`config.mk`:
```
export PLATFORM = sky130hd
export DESIGN_NAME = ex_alu_unit
export DESIGN_NICKNAME = d
export VERILOG_FILES = /design/src/rtl/ex_alu_unit.sv
export SDC_FILE = /design/constraint.sdc
export NUM_CORES = 1
export LEC_CHECK = 0
export CAP_MARGIN = 5
export CORE_ASPECT_RATIO = 0.75
export CORE_MARGIN = 8
export CORE_UTILIZATION = 52
export CTS_CLUSTER_DIAMETER = 100
export DETAILED_ROUTE_END_ITERATION = 7
export HOLD_SLACK_MARGIN = 0.05
export PLACE_DENSITY = 0.77
export SYNTH_ARGS = -nofsm -noshare
export SYNTH_HDL_FRONTEND = slang
export SYNTH_SLANG_ARGS = --single-unit
```
`constraint.sdc`:
```
create_clock -name clk_i -period 5.81 [get_ports clk_i]
set_clock_uncertainty 0.2 [all_clocks]
set_input_delay 0.8715 -clock clk_i [delete_from_list [all_inputs] [get_ports clk_i]]
set_output_delay 0.8715 -clock clk_i [all_outputs]
set_load 0.01 [all_outputs]
```
`src/rtl/ex_alu_unit.sv`:
```
// ex_alu_unit: execute-stage ALU of the pipelined RISC-V core.
// AND/OR/ADD/SUB are combinational. MUL uses an iterative shift-add
// multiplier that stalls the pipeline for WIDTH+1 cycles. The product is then
// presented for one cycle with a mul_done_o pulse.
//
// Ports:
//   clk_i       clock, rising edge
//   rst_i       asynchronous active-low reset
//   valid_i     EX stage holds a valid instruction
//   ALUCtrl_i   operation code (AND 0000, OR 0001, ADD 0010, SUB 0110, MUL 1000)
//   data1_i     operand A
//   data2_i     operand B
//   data_o      EX result
//   zero_o      data_o == 0
//   stall_o     hold IF/ID/EX while a multiply is pending
//   mul_done_o  one-cycle pulse when the MUL result is presented
module ex_alu_unit #(
    parameter int unsigned WIDTH = 32
) (
    input  logic             clk_i,
    input  logic             rst_i,
    input  logic             valid_i,
    input  logic [3:0]       ALUCtrl_i,
    input  logic [WIDTH-1:0] data1_i,
    input  logic [WIDTH-1:0] data2_i,
    output logic [WIDTH-1:0] data_o,
    output logic             zero_o,
    output logic             stall_o,
    output logic             mul_done_o
);

    localparam int unsigned CntW = (WIDTH > 1) ? $clog2(WIDTH) : 1;

    localparam logic [3:0] OpAnd = 4'b0000;
    localparam logic [3:0] OpOr  = 4'b0001;
    localparam logic [3:0] OpAdd = 4'b0010;
    localparam logic [3:0] OpSub = 4'b0110;
    localparam logic [3:0] OpMul = 4'b1000;

    typedef enum logic [1:0] {
        StIdle = 2'b00,
        StBusy = 2'b01,
        StDone = 2'b10
    } state_e;

    state_e            state_q, state_d;
    logic [WIDTH-1:0]  acc_q, acc_d;
    logic [WIDTH-1:0]  mcand_q, mcand_d;
    logic [WIDTH-1:0]  mplier_q, mplier_d;
    logic [CntW-1:0]   count_q, count_d;

    logic              mul_start;
    logic              last_step;
    logic [WIDTH-1:0]  alu_res;

    assign mul_start = (state_q == StIdle) && valid_i && (ALUCtrl_i == OpMul);
    assign last_step = (count_q == CntW'(WIDTH - 1));

    // Combinational result path used while idle. MUL and unknown codes give 0.
    always_comb begin
        alu_res = '0;
        unique case (ALUCtrl_i)
            OpAnd:   alu_res = data1_i & data2_i;
            OpOr:    alu_res = data1_i | data2_i;
            OpAdd:   alu_res = data1_i + data2_i;
            OpSub:   alu_res = data1_i - data2_i;
            default: alu_res = '0;
        endcase
    end

    always_comb begin
        state_d  = state_q;
        acc_d    = acc_q;
        mcand_d  = mcand_q;
        mplier_d = mplier_q;
        count_d  = count_q;
        unique case (state_q)
            StIdle: begin
                if (mul_start) begin
                    mcand_d  = data1_i;
                    mplier_d = data2_i;
                    acc_d    = '0;
                    count_d  = '0;
                    state_d  = StBusy;
                end
            end
            StBusy: begin
                if (mplier_q[0]) begin
                    acc_d = acc_q + mcand_q;
                end
                mcand_d  = mcand_q << 1;
                mplier_d = mplier_q >> 1;
                count_d  = count_q + CntW'(1);
                if (last_step) begin
                    state_d = StDone;
                end
            end
            // Inputs are ignored here so a MUL still held upstream is not restarted.
            StDone: state_d = StIdle;
            default: state_d = StIdle;
        endcase
    end

    always_ff @(posedge clk_i or negedge rst_i) begin
        if (!rst_i) begin
            state_q  <= StIdle;
            acc_q    <= '0;
            mcand_q  <= '0;
            mplier_q <= '0;
            count_q  <= '0;
        end else begin
            state_q  <= state_d;
            acc_q    <= acc_d;
            mcand_q  <= mcand_d;
            mplier_q <= mplier_d;
            count_q  <= count_d;
        end
    end

    assign data_o     = (state_q == StIdle) ? alu_res : acc_q;
    assign zero_o     = (data_o == '0);
    // Gated by reset so a MUL held on the inputs cannot raise stall while reset is asserted.
    assign stall_o    = rst_i && (mul_start || (state_q == StBusy));
    assign mul_done_o = (state_q == StDone);

endmodule

```
* Word level (Yosys, flattened, before mapping)
Index checks and enable logic that the tools add are counted.
** Word-level totals
- Flip-flop bits (word level) :: 103
- Output and inout port bits :: 35
- Word-level logic and storage cells :: 46
** Cells by class
- $add $sub $neg :: 4
- Eq/ne operators :: 10
- Muxes and demuxes :: 14
- Reductions and logical operators :: 11
- Bitwise gates (word level) :: 2
** Operators with widths (number)
- case mux 32 bit (2 select lines) :: 3
- 2-to-1 mux 32 bit :: 5
- case mux 32 bit (4 select lines) :: 1
- adder 32 bit :: 2
- AND 32 bit :: 1
- logical NOT 32 bit :: 1
- bitwise OR 32 bit :: 1
- subtractor 32 bit :: 1
- case mux 5 bit (2 select lines) :: 1
- != test 2 bit (second input constant) :: 3
- adder 5 x 1 -> 5 bit (second input constant) :: 1
- equality test 5 bit (second input constant) :: 1
- 2-to-1 mux 5 bit :: 1
- equality test 4 x 1 -> 1 bit (second input constant) :: 1
- equality test 4 x 2 -> 1 bit (second input constant) :: 1
- equality test 4 x 3 -> 1 bit (second input constant) :: 1
- equality test 4 bit (second input constant) :: 1
- logical NOT 4 bit :: 1
- 2-to-1 mux 2 bit :: 2
- case mux 2 bit (2 select lines) :: 1
- AND reduction 2 bit :: 2
- logical AND 1 bit :: 3
- AND reduction 3 bit :: 1
- equality test 2 x 1 -> 1 bit (second input constant) :: 1
- other kinds (4) :: 4

* Longest topological paths before layout
Gate-level depths: netlist of the first run.
- Depth after elaboration :: 5
- Gate-level depth with buffers :: 21

* Worst setup path before layout of the first run
No wires, ideal clock.
- Kind :: in2out
- Start :: input data2_i[9]
- End :: output zero_o
- Arrival time :: 5.304 ns
- Stages on the path :: 16
- Path slack :: -0.566 ns
- Cell sequence :: or3_1 -> or4_1 -> nor3_1 -> a21oi_1 -> xnor2_1 -> ha_1 -> nand3_1 -> or3_1 -> o2111ai_1 -> nand2_1 -> o311ai_0 -> xnor2_1 -> o21ai_0 -> or4_1 -> or4_1 -> nor3_2
** Between the ends
- Word-level cells in the longest chain between the ends :: 4
** Ends and longest elaborated chain
- start, declared :: line 25 : input logic [WIDTH-1:0] data2_i,
- subtractor 32 bit / adder 32 bit (equally long branches) :: line 66, 65
- case mux 32 bit (4 select lines) (*) :: line 62 : unique case (ALUCtrl_i)
- 2-to-1 mux 32 bit (*) :: line 120 : assign data_o = (state_q == StIdle) ? alu_res : acc_q;
- via data_o[27] :: line 26 : output logic [WIDTH-1:0] data_o,
- logical NOT 32 bit (*) :: line 121 : assign zero_o = (data_o == '0);
- end, declared :: line 27 : output logic zero_o,
Mark *: on every way through the listed nets, which the timed path passes. The rest lies on a longest branch.

* Worst setup path in the final report of the first run
- Start :: input data2_i[8]
- End :: output zero_o
** Between the ends
- Word-level cells in the longest chain between the ends :: 4
** Ends and longest elaborated chain
- subtractor 32 bit, or another cell as far along :: line 66 : OpSub: alu_res = data1_i - data2_i;
- case mux 32 bit (4 select lines) (*) :: line 62
- 2-to-1 mux 32 bit (*) :: line 120
- logical NOT 32 bit (*) :: line 121
Mark *: on every way between the ends. The rest lies on a longest branch, timed or not.

==> metrics.yaml, run 1 <==
routing:
  wl_met2_um: 14200
  wl_met1_um: 14800
  finalWirelength_um: 32500
  drtPass1Iterations: 5
  wire_per_inst_um: 19.2
  viasPerCell: 5.97
  wl_met3_um: 2840
  dr_total_vias: 10100
  drc: 0
  dr.max_layer_used: "met4"
  initialDrtViolationCount: 897
  ant_nets: 0
sta:
  worst_pin_slew_ns: 0.900
  slew_viol_final: 0
  hold_viol_final: 0
  fin_crit_ns: 6.63
  hold_slack_ns: 0.280
  rsz0062_at_grt: "true"
  fmax_mhz: 151
  max-slew-margin-rel_pct: 40.0
  setup_violations: 6
  fin_crit_sh_pct: 114
  fin_ws_ns: -0.820
placement:
  place_ws_ns: -1.62
  place.gp.congestion: 1.01
  placed_area_um2: 11700
  dp.cells: 1648
  io_buffers: 105
  dp_hpwl_um: 24100
hold_path:
  hold_path.class: "in2async"
power:
  pwr-share-clk_pct: 11.4
  power.leakage_nw: 5.78
  swShare_pct: 45.6
  p_comb_share_pct: 64.6
  peakVddDrop_uv: 233
  pwr_density_cell_nw_per_um2: 438
  p_int_mw: 3.00
  power_switching_mw: 2.52
  power_frac_seq_pct: 24.0
critical_path:
  crit_path_start_kind: "primary input"
  worst_setup_path_end_kind: "output port"
  cpMaxStageDelayCell: "or4_4"
  cp.arrival_ns: 5.56
  worstPathRequired_ns: 4.74
  worst_path_dominant_cell_family: "simple AND/OR/NAND/NOR gates"
  worstSetupPathType: "in2out"
  max_stage_delay_ns: 0.57
  path_buf_inv: 2
  path_cells: "buf_6 -> or3_4 -> or4_4 -> nor3_4 -> nor2_1 -> xnor2_1 -> ha_1 -> nand4_1 -> or3_4 -> o2111ai_4 -> nand2_4 -> o311ai_4 -> xnor2_1 -> o21ai_2 -> or4_1 -> or4_4 -> nor3_2 -> buf_2"
  crit_fanout: 4
yosys:
  synth_warnings: 0
  synthSimpleGateAreaFrac_pct: 22.2
  syn_avg_cell_area_um2: 7.78
  synth_compound_gate_area_share_pct: 24.9
  synth_xor_area_share_pct: 7.90
  synth_common_cells: "190 x nand2_1, 118 x nor2_1, 103 x dfrtp_1, 84 x o21ai_0, 67 x ha_1"
  yosys-top-cells-area: "dfrtp_1 28%, ha_1 9.2%, nand2_1 7.8%, nor2_1 4.9%, o21ai_0 4.6%"
  syn_inst: 1168
  ys_ff_latch: 103
  synth_top_family_by_area: "compound AO/OA/AOI/OAI gates"
  yosysMostFrequentCell: "nand2_1"
  netlist_area_um2: 9090
  synthAdderAreaFrac_pct: 12.9
  synth_top_area_share_pct: 28.4
  synth_top_flop_cell: "dfrtp_1"
  synthDistinctLibCells: 68
  async_flop_share_pct: 100
  synthMuxAreaShare_pct: 0.220
  synth_edf_count: 0
  yosysTopAreaCell: "dfrtp_1"
  syn_nets: 1308
  synth-seq-area-share_pct: 28.4
status:
  failed_checks: "negative setup slack"
  outcome: "complete, but fails checks"
die:
  dieWidth_um: 169
  num_rows: 42
  core-area_um2: 17400
  start_util_pct: 52.3
  die_y_um: 130
  design.die.area_um2: 22000
  pin_count: 106
cts:
  clk_path_buf_depth: 2
  cts_tree: "yes"
  root_buffer: "clkbuf_16"
  htree_levels: 3
  insertion_delay_ns: 0.37
  cts_sinks: 103
  numCtsBuffers: 9
  cts.clk_slew.worst_paths_ns: 0.08
global_route:
  grt_use_total_pct: 29.6
  antenna_found_initial: 0
  grt_pass1_vias: 10000
  grt_pass1_wl_um: 52200
  grt.overflow.total: 0
  grt_max_degree: 83
flow_run:
  drv_cap: 0
final_layout:
  drive_above_1_share_pct: 23.6
  final_area_um2: 12600
  post-route-util_pct: 72.6
  instances_no_fill: 1694
  diodes: 0
  fin_nets: 1587
  syn_to_final_growth_pct: 38.9
[worst reg2reg max path, delay by kind of cell, from the launching register on]
kind,cells,cell delay (ns)
AO/OA/AOI/OAI,7,1.79
AND/OR/NAND/NOR,3,0.63
flip-flops,1,0.45
adder cells (fa/ha/maj),1,0.38
XOR/XNOR,1,0.14
[registers in the layout, indices dropped and copies added, names as in the netlist]
register / cells
count_q: 5
mcand_q: 32
state_q: 2
acc_q: 32
mplier_q: 32
[cells in the final DEF (no fill, tap or decap), types with 29 or more instances in the layout]
master	instances
a21oi_1	47
a31oi_1	64
buf_4	211
clkdlybuf4s50_1	74
dfrtp_1	103
ha_1	66
maj3_1	29
nand2_1	185
nand3_1	45
nor2_1	116
o21ai_0	67
xnor2_1	37
xor2_1	41
[repair_timing]
item	4_1_cts	5_1_grt
pin swaps	56	30
setup endpoints to repair	20	14
resized for setup	150	37
hold buffers	0	0
setup buffers	26	7
gates cloned	0	0
hold endpoints to repair	0	0
[worst paths after layout]
| check | start | endpoint | slack [ns] | cells after the start |
|---|---|---|---|---|
| worst max-delay path | data2_i[8] | zero_o | -0.82 | 18 |
| worst min-delay path | rst_i | mcand_q[20] | 0.28 | 1 |
| worst max register to register | mcand_q[8] | acc_q[29] | 2.08 | 12 |
| worst min register to register | count_q[2] | count_q[2] | 0.32 | 1 |
| max in group asynchronous | rst_i | mcand_q[15] | 3.81 | 2 |
| min in group clk_i | count_q[2] | count_q[2] | 0.32 | 1 |
[cells by family (layout without fill, tap and decap cells)]
family                     Yosys count  after routing
AOI/OAI and AO/OA                  346            346
xor gates and xnor gates            82             82
adders and majority gates           98             98
buffers and inverters               87            371
DFF                                103            103
muxes                                2              2
and+or+nand+nor                    450            450
[per-stage QoR]
| step | power [mW] | TNS, ns |
|---|---|---|
| CTS | 5.45 | -1.57 |
| finish | 5.53 | -2.44 |
| detailed placement | 4.73 | -12.00 |
| floorplan | 3.59 | -0.292 |
| global placement | 4.63 | -10.71 |
| global route | 5.97 | -3.33 |
[layout make-up]
type	instances	area, µm²
clock inverter	7	67.6
inverter	29	111
clock buffer	9	225
multi-input combinational	978	6640
fill	1370	4770
timing repair buffer	326	2700
sequential	103	2580
tap	242	303
[metal layers]
| metal | up-vias | GRT usage, % |
|---|---|---|
| met5 | - | 0 |
| met3 | 58 | 6.57 |
| met1 | 4814 | 39.7 |
| met2 | 443 | 47.4 |
| li1 | 4796 | - |
| met4 | 0 | 8.85 |
[power by group through the flow]
stage / Sequential, mW / Clock (mW) / Combinational (mW)
after CTS: 1.32 / 0.634 / 3.50
after global routing: 1.37 / 0.660 / 3.94
after global placement: 1.31 / 0 / 3.32
after floorplan: 1.23 / 0 / 2.36
final: 1.33 / 0.630 / 3.57
after detailed placement: 1.32 / 0 / 3.41
Note: power is estimated with default switching activity, not from simulation.
==> inputs of run 2 (changes only) <==
--- a/config.mk
+++ b/config.mk
@@ -6,7 +6,7 @@
 export NUM_CORES = 1
 export LEC_CHECK = 0
 export CAP_MARGIN = 5
-export CORE_ASPECT_RATIO = 0.75
+export CORE_ASPECT_RATIO = 0.6
 export CORE_MARGIN = 8
 export CORE_UTILIZATION = 52
 export CTS_CLUSTER_DIAMETER = 100
==> run 2 against run 1 <==
Final cell count decreased by 0.47%. Fmax grew 0.90%. Global-route usage increased by 0.080 points. Setup slack better by 0.059 ns. Cell area grew 0.23%. Largest power group unchanged. The flow still finishes with violations (negative setup slack). Clock power about the same. Core utilization increased by 1.3 points. Highest routed layer unchanged.
==> metrics.yaml, run 2 (synthesized netlist as in run 1, its figures left out) <==
status:
  outcome: "complete, but fails checks"
  failed_checks: "negative setup slack"
die:
  dieWidth_um: 187
  die_y_um: 118
  num_rows: 37
  design.die.area_um2: 22100
  core-area_um2: 17100
  pin_count: 106
  start_util_pct: 53.1
global_route:
  grt_pass1_vias: 9874
  grt_use_total_pct: 29.7
  grt_pass1_wl_um: 53500
  busiest_layer: "met1"
  met1_usage_pct: 43.4
  grt_max_degree: 97
  antenna_found_initial: 0
  use_met3_pct: 9.04
  use_met2_pct: 42.4
  grt.overflow.total: 0
final_layout:
  post-route-util_pct: 73.8
  largest_registers: "acc_q: 32 flops, mcand_q: 32 flops, mplier_q: 32 flops"
  final_cell_mix: "209 x buf_4, 185 x nand2_1, 112 x nor2_1, 103 x dfrtp_1, 75 x clkdlybuf4s50_1"
  syn_to_final_growth_pct: 39.2
  drive_above_1_share_pct: 24.0
  instances_no_fill: 1686
  diodes: 0
  final_common_cell: "buf_4"
  fin_nets: 1587
  regArea_um2: 2580
  nFillCells: 1344
  multi_input_area_um2: 6660
  final_area_um2: 12600
placement:
  io_buffers: 105
  dp.cells: 1637
  place.gp.congestion: 1.02
  dp_hpwl_um: 25100
  placed_area_um2: 11700
  place_ws_ns: -1.66
critical_path:
  worstPathRequired_ns: 4.74
  cp.arrival_ns: 5.50
  worst_setup_path_end_kind: "output port"
  crit_fanout: 4
  worstSetupPathType: "in2out"
  crit_path_start_kind: "primary input"
sta:
  fin_setup_tns_ns: -2.35
  fin_ws_ns: -0.761
  fmax_mhz: 152
  hold_slack_ns: 0.323
  fin_crit_ns: 6.57
  setup_violations: 5
  slew_viol_final: 0
  worst_pin_slew_ns: 0.839
  max-slew-margin-rel_pct: 44.1
  hold_viol_final: 0
  rsz0062_at_grt: "true"
  fin_crit_sh_pct: 113
cts:
  htree_levels: 3
  cts.clk_slew.worst_paths_ns: 0.07
  cts_tree: "yes"
  clk_path_buf_depth: 2
  ctsHoldBuffers: 0
  root_buffer: "clkbuf_16"
  cts_sinks: 103
  insertion_delay_ns: 0.37
  numCtsBuffers: 9
routing:
  dr_total_vias: 10300
  drc: 0
  initialDrtViolationCount: 1277
  wire_per_inst_um: 20.2
  drtPass1Iterations: 6
  finalWirelength_um: 34000
  ant_nets: 0
  viasPerCell: 6.11
power:
  power.leakage_nw: 5.80
  pwr_density_cell_nw_per_um2: 446
  finalPower_mw: 5.64
  peakVddDrop_uv: 247
hold_path:
  hold_path.class: "in2async"
flow_run:
  drv_cap: 0
run 2: final timing paths:
check	start	endpoint	slack [ns]	cells past startpoint
min reg2reg	count_q[2]	count_q[2]	0.32	1
min in group clk_i	count_q[2]	count_q[2]	0.32	1
max reg2reg	acc_q[6]	acc_q[29]	2.03	12
max in group asynchronous	rst_i	acc_q[7]	3.77	2
max	ALUCtrl_i[2]	zero_o	-0.76	19
min	rst_i	mplier_q[16]	0.32	1
run 2: report_power, final:
group / switching (mW) / internal (mW)
Combinational: 1.99 / 1.68
Sequential: 0.288 / 1.05
Clock: 0.325 / 0.304
run 2: worst max-delay path, cell delays in order:
cell and delay (ns):
clkdlybuf4s50_1 0.59, and2_4 0.25, buf_4 0.12, nor2_2 0.03, xnor2_1 0.12, ha_1 0.32, nand2b_1 0.12, a21oi_2 0.08
a211o_1 0.39, o2111a_2 0.31, buf_6 0.13, o21a_4 0.23, o2111ai_4 0.21, a2111oi_2 0.10, or3b_4 0.40, or4_4 0.53
or4_4 0.44, nor3_2 0.11, buf_2 0.15
run 2: area by class of cell:
cell class,instances,area share [%]
multi-input combinational,978,52.7
timing repair buffer,326,21.4
sequential,103,20.4
tap,234,2.31
clock buffer,10,1.81
inverter,29,0.861
clock inverter,6,0.534
run 2: per-layer routing:
metal,wire (µm),vias up,share of wire [%]
li1,-,4785,-
met1,16000,4907,47
met2,13700,572,40
met3,3930,42,12
met4,394,0,1.2
met5,0,-,0
run 2: what timing repair did:
item / in CTS / in global routing
endpoints found under the setup margin: 21 / 17
pin swaps: 58 / 36
resized for setup: 144 / 54
setup buffers: 23 / 15
gates cloned: 0 / 0
